**src/rtl/hazard_detection_unit.sv**
```systemverilog
// ============================================================================
// hazard_detection_unit
// ----------------------------------------------------------------------------
// Purpose:
//   Load-use hazard detector for a classic five-stage pipeline. When the
//   instruction in EX is a load, and it writes a register that the
//   instruction in decode reads, the decode instruction would pick up a
//   stale value. In that case this unit holds the PC and the IF/ID register
//   for one cycle and injects a bubble into ID/EX. Register x0 is hard-wired
//   to zero, so a load that targets x0 never creates a hazard.
//
//   The unit also keeps a registered copy of the stall request and a
//   saturating count of stalled cycles, which can be used for performance
//   monitoring.
//
// Parameters:
//   REG_AW        register-address width (5 for a 32-entry register file)
//   CNT_W         width of the stall-cycle counter
//
// Ports:
//   clk           rising-edge clock for all state
//   rst           synchronous, active-high reset (registered state only)
//   DMRd_ex       instruction in EX reads data memory (is a load)
//   rs1_de        source register 1 of the instruction in decode
//   rs2_de        source register 2 of the instruction in decode
//   rd_ex         destination register of the instruction in EX
//   HDUStall      combinational load-use hazard / stall request
//   PCWrite_en    PC write enable (low while stalling)
//   IFID_Write_en IF/ID pipeline-register write enable (low while stalling)
//   IDEX_Flush    zero the control fields entering ID/EX (high while stalling)
//   HDUStall_q    HDUStall delayed by one clock
//   stall_count   number of clock edges at which HDUStall was high,
//                 saturating at its all-ones value
// ============================================================================
module hazard_detection_unit #(
    parameter int REG_AW = 5,
    parameter int CNT_W  = 32
) (
    input  logic              clk,
    input  logic              rst,
    input  logic              DMRd_ex,
    input  logic [REG_AW-1:0] rs1_de,
    input  logic [REG_AW-1:0] rs2_de,
    input  logic [REG_AW-1:0] rd_ex,
    output logic              HDUStall,
    output logic              PCWrite_en,
    output logic              IFID_Write_en,
    output logic              IDEX_Flush,
    output logic              HDUStall_q,
    output logic [CNT_W-1:0]  stall_count
);

    localparam logic [REG_AW-1:0] REG_ZERO = '0;
    localparam logic [CNT_W-1:0]  CNT_ONE  = CNT_W'(1);
    localparam logic [CNT_W-1:0]  CNT_MAX  = '1;

    logic rs1_match;
    logic rs2_match;
    logic rd_is_real;
    logic hazard;

    // Hazard detection is purely combinational so the stall takes effect in
    // the same cycle the load sits in EX. Reset deliberately does not gate
    // it: the pipeline-control outputs always reflect the current operands.
    // Both sources are compared in full-width equality; a match on either
    // one is enough, since the decode instruction reads both.
    always_comb begin
        rs1_match  = (rd_ex == rs1_de);
        rs2_match  = (rd_ex == rs2_de);
        rd_is_real = (rd_ex != REG_ZERO);
        hazard     = DMRd_ex & rd_is_real & (rs1_match | rs2_match);
    end

    // A stall freezes the front end (PC and IF/ID) and turns the slot
    // entering EX into a bubble; all three follow the hazard directly.
    assign HDUStall      = hazard;
    assign PCWrite_en    = ~hazard;
    assign IFID_Write_en = ~hazard;
    assign IDEX_Flush    = hazard;

    // One-cycle delayed copy of the stall request, for consumers that need
    // to know the previous cycle was a bubble.
    always_ff @(posedge clk) begin
        if (rst) begin
            HDUStall_q <= 1'b0;
        end else begin
            HDUStall_q <= hazard;
        end
    end

    // Stall-cycle counter. It sticks at all-ones instead of wrapping so a
    // long run never reads back as a small number. Reset has priority over
    // a coincident stall.
    always_ff @(posedge clk) begin
        if (rst) begin
            stall_count <= '0;
        end else if (hazard && (stall_count != CNT_MAX)) begin
            stall_count <= stall_count + CNT_ONE;
        end
    end

endmodule

```
**config.mk**
```make
export PLATFORM = sky130hd
export DESIGN_NAME = hazard_detection_unit
export DESIGN_NICKNAME = d
export VERILOG_FILES = /design/src/rtl/hazard_detection_unit.sv
export SDC_FILE = /design/constraint.sdc
export NUM_CORES = 1
export LEC_CHECK = 0
export CAP_MARGIN = 10
export CORE_MARGIN = 1.5
export CORE_UTILIZATION = 48
export CTS_BUF_LIST = sky130_fd_sc_hd__clkbuf_8
export DETAILED_ROUTE_END_ITERATION = 10
export GPL_TIMING_DRIVEN = 0
export PLACE_DENSITY = 0.82
export SETUP_SLACK_MARGIN = 0.4
export SLEW_MARGIN = 20
export SYNTH_ARGS = -nofsm -noshare
export SYNTH_HDL_FRONTEND = slang
export SYNTH_SLANG_ARGS = --single-unit
```
**constraint.sdc**
```tcl
create_clock -name clk -period 2.3 [get_ports clk]
set_input_delay 0.345 -clock clk [delete_from_list [all_inputs] [get_ports clk]]
set_output_delay 0.345 -clock clk [all_outputs]
set_load 0.02 [all_outputs]
```
Word level (Yosys, flattened, before mapping). Cells that the tools add are included.

Input bits: 18. Flip-flop bits (word level): 33. Output and inout port bits: 37. Logic and storage cells: 12.

Reduce and logical (&&, ||, !) cells: 2. Add/subtract/negate cells: 1. Bitwise logic cells: 4. Equality and inequality tests: 3.

Operators with widths (number): 32-bit by 1-bit adder with 32-bit output (second input constant) (1); 32-bit inequality test (second input constant) (1); 5-bit == test (2); 5-bit nonzero test (1); 1-bit AND (2); 1-bit logical AND (1); 1-bit NOT (1); 1-bit bitwise OR (1).

Depth between registers and ports, before layout.
Word-level depth: 4. Mapped depth: 8. Mapped depth without buffers: 7.

Worst setup path after synthesis. No wires, ideal clock.

Path type: input to output. Start: in rd_ex[0]. End: out IDEX_Flush. Cell stages on the path: 5. Data required time: 1.955 ns. Buffers on the path: 1. Data arrival time: 1.750 ns. Path slack: 0.205 ns. Cells stage by stage: or4_1 > o21ai_2 > nand2b_1 > inv_1 > buf_4.

Cells in the longest elaborated chain, start to end: 3. Elaborated cells between the ends (all ways): 6. Classes of those cells: eq/ne (2); bitwise (3); reduce/logical (1).

RTL lines: start, declared (RTL line 44) `input logic [REG_AW-1:0] rd_ex,`; 5-bit == test (tied with other cells) (RTL line 68) `rs1_match = (rd_ex == rs1_de);`; 1-bit bitwise OR or 1-bit AND (tied branches) (RTL line 71) `hazard = DMRd_ex & rd_is_real & (rs1_match | rs2_match);`; 1-bit AND (*) (RTL line 71); end, declared (RTL line 48) `output logic IDEX_Flush,`.

Mark *: on every way between the ends. The rest lies on a longest branch, timed or not.

Worst setup path after layout.
Start: reg stall_count[6]. End: reg stall_count[21].

Cells in the longest elaborated chain, start to end: 2. Elaborated cells between the ends (all ways): 3. Classes of those cells: add/sub (1); eq/ne (1); reduce/logical (1).

RTL lines: start, declared (RTL line 50) `output logic [CNT_W-1:0] stall_count`; start signal, assigned (RTL line 98) `stall_count <= stall_count + CNT_ONE;`; parallel branches: the longest is 2 deep, another holds 32-bit by 1-bit adder with 32-bit output.

Parallel ways; which one is timed is not known. A chain may end at the register's enable or synchronous reset.

==> run_results.csv <==
group,metric,value,unit
cells_and_area,instances_no_fill,358,
logic_synthesis,ys_ff_latch,33,
logic_synthesis,synth-simple-area-share,33.0,%
routing,first_pass_iters,4,
worst_setup_path,startpoint_type,"register",
timing,finClkSkew,0.00393,ns
placed_design,dpl.hpwl,3330,µm
cells_and_area,drive_above_1_share,40.0,%
pwr,p_leak,1.11,nW
logic_synthesis,muxShareOfSynthArea,1.82,%
placed_design,gp_congestion,0.763,
global_routing,grt_max_degree,11,
worst_setup_path,cp.arrival,2.19,ns
clock_network,clk_path_buf_depth,2,
pwr,report.power.total,0.00110,W
floorplan,die_area,4110,µm²
timing,period_needed,1.98,ns
logic_synthesis,async_reset_ff_share,0,%
cells_and_area,nFillCells,227,
clock_network,clk_latency,0.29,ns
timing,rsz0062_at_grt,"true",
status,status,"completed",
floorplan,start_util,49.3,%
logic_synthesis,ys_top_cells_by_area,"dfxtp_1 37%, xor2_1 6.4%, xnor2_1 5.9%, nor2_1 4.8%, nand4_1 4.5%",
timing,drv_slew,0,
logic_synthesis,synth_nets,228,
timing,slew-limit-headroom,55.7,%
worst_setup_path,worstPathMaxFanout,6,
placed_design,port_buffers,53,
timing,worst_pin_slew,0.665,ns
cells_and_area,final_cell_mix,"34 x buf_4, 34 x clkdlybuf4s50_1, 23 x nor2_1",
logic_synthesis,synth_area,1790,µm²
routing,via_per_inst,5.69,
logic_synthesis,synth_cells,209,
cells_and_area,fin_util,81.9,%
routing,drc,0,
logic_synthesis,yosysUniqueCellTypes,40,
clock_network,clockRootBuffer,"clkbuf_8",
pwr,ir_drop,0.374,mV
logic_synthesis,synth_edf_count,0,
timing,finalSetupViolations,0,
clock_network,ctsHoldBuffers,0,
routing,wl_per_cell,16.9,µm
pwr,power_density,371,nW/µm²
timing,hold_viol_final,0,
logic_synthesis,yosys_warnings,0,
floorplan,dieHeight,64.1,µm
worst_setup_path,path_class,"register to register",
global_routing,antenna_found_initial,0,
cells_and_area,area_growth,66.1,%
cells_and_area,nNetsFinal,328,
logic_synthesis,synth_compound_area_share,11.7,%
flow_run,drv_cap,0,
logic_synthesis,synth_xor_area_share,12.2,%
timing,max_freq,506,MHz
worst_hold_path,hold_class,"input port to register",
routing,postRouteAntennaNets,0,
cells_and_area,seq_area,709,µm²
logic_synthesis,synth.largest_area_cell,"dfxtp_1",
clock_network,path_clk_slew,0.07,ns
global_routing,overflow,0,
logic_synthesis,yosysTopAreaCellShare,36.9,%
routing,drtIter0Drc,261,
routing,postRouteWirelength,6070,µm
global_routing,grtUsageTotal,27.8,%
timing,holdWs,0.431,ns
floorplan,coreArea,3630,µm²
floorplan,die_x,64.1,µm
global_routing,grt_pass1_wl,8740,µm
worst_setup_path,critPathCaptureType,"register",
routing,dr_total_vias,2037,
floorplan,io_pins,55,
clock_network,clock_sinks,33,
logic_synthesis,yosysSeqAreaShare,36.9,%
clock_network,cts_max_level,2,
cells_and_area,multiInputGateArea,1230,µm²
clock_network,cts_buffers,5,
cells_and_area,antenna_cells,0,
logic_synthesis,avgSynthCellArea,8.57,µm²
global_routing,grt_pass1_vias,1797,
logic_synthesis,synth-main-ff-cell,"dfxtp_1",
floorplan,rows,22,
timing,fin_crit_sh,85.9,%
logic_synthesis,synthAdderAreaFrac,0.698,%
worst_setup_path,cp.required,2.52,ns
logic_synthesis,synth_top_family_by_area,"simple AND/OR/NAND/NOR gates",
clock_network,cts_tree,"done",
placed_design,dp.cells,310,
[flip-flops by register name, summed over array words and instances, names as in the netlist]
| register | count |
|---|---|
| stall_count | 32 |
| HDUStall_q | 1 |
[power by group]
group | total, W | internal, W | switching [W] | leakage [nW]
Combinational | 0.000127 | 0.0000622 | 0.0000644 | 0.781
Sequential | 0.000565 | 0.000564 | 0.000000839 | 0.281
Clock | 0.000412 | 0.000201 | 0.000210 | 0.0519
Total | 0.00110 | 0.000828 | 0.000276 | 1.11
[logic make-up (layout without fill, tap and decap cells)]
| group | Yosys count | in the layout |
|---|---|---|
| xor+xnor | 25 | 25 |
| mux | 3 | 3 |
| flops | 33 | 33 |
| buf+inv | 13 | 114 |
| simple gates | 102 | 102 |
| fa+ha+maj | 1 | 1 |
| compound gates | 32 | 32 |
[per-layer routing]
| metal | GRT usage [%] | wire, µm | vias to the layer above |
|---|---|---|---|
| met4 | 12.2 | 112 | 0 |
| met2 | 47.4 | 3210 | 79 |
| li1 | - | - | 953 |
| met5 | 0 | 0 | - |
| met1 | 34.4 | 2450 | 992 |
| met3 | 4.40 | 296 | 13 |
[worst max-delay path, stage by stage (launching register included)]
cell      delay (ns)
dfxtp_1         0.40
nand3_2         0.17
nand2b_1        0.26
nor2_1          0.22
o211ai_4        0.16
or4_1           0.54
a21oi_2         0.15
[synth_stat cells, types with 5 or more instances]
cell,n
or3_1,11
nand4_1,13
o21ai_0,6
nand3_1,12
or4_1,5
a21oi_1,12
xor2_1,13
nand2_1,13
dfxtp_1,33
nor2_1,23
xnor2_1,12
[repair_timing]
item	in CTS	in global routing
setup endpoints to repair	36	35
buffers inserted	27	11
pin swaps	28	25
cloned	2	0
resized for setup	76	39
[through the flow]
| step | setup slack [ns] | setup TNS (ns) | cell area (µm²) |
|---|---|---|---|
| CTS | 0.389 | 0 | 2790 |
| floorplan | 0.404 | 0 | 1830 |
| global route | 0.210 | 0 | 2980 |
| finish | 0.324 | 0 | 2980 |
| detailed placement | -0.613 | -8.42 | 2420 |
| global placement | -0.590 | -6.52 | 2420 |
[layout make-up]
| cell class | count | share of cell area, % |
|---|---|---|
| sequential | 33 | 23.8 |
| multi-input combinational | 163 | 41.2 |
| timing repair buffer | 93 | 27.7 |
| buffer | 9 | 2.06 |
| clock inverter | 3 | 0.378 |
| clock buffer | 5 | 2.31 |
| inverter | 4 | 0.504 |
| tap | 48 | 2.02 |
[final timing paths]
kind,startpoint,endpoint,slack [ns],depth (start not counted)
setup reg to reg,stall_count[6],stall_count[21],0.32,6
hold / removal,rst,stall_count[31],0.43,2
setup / recovery,stall_count[6],stall_count[21],0.32,6
hold reg to reg,stall_count[9],stall_count[9],0.51,2
Power figures use the tool's default switching activity.
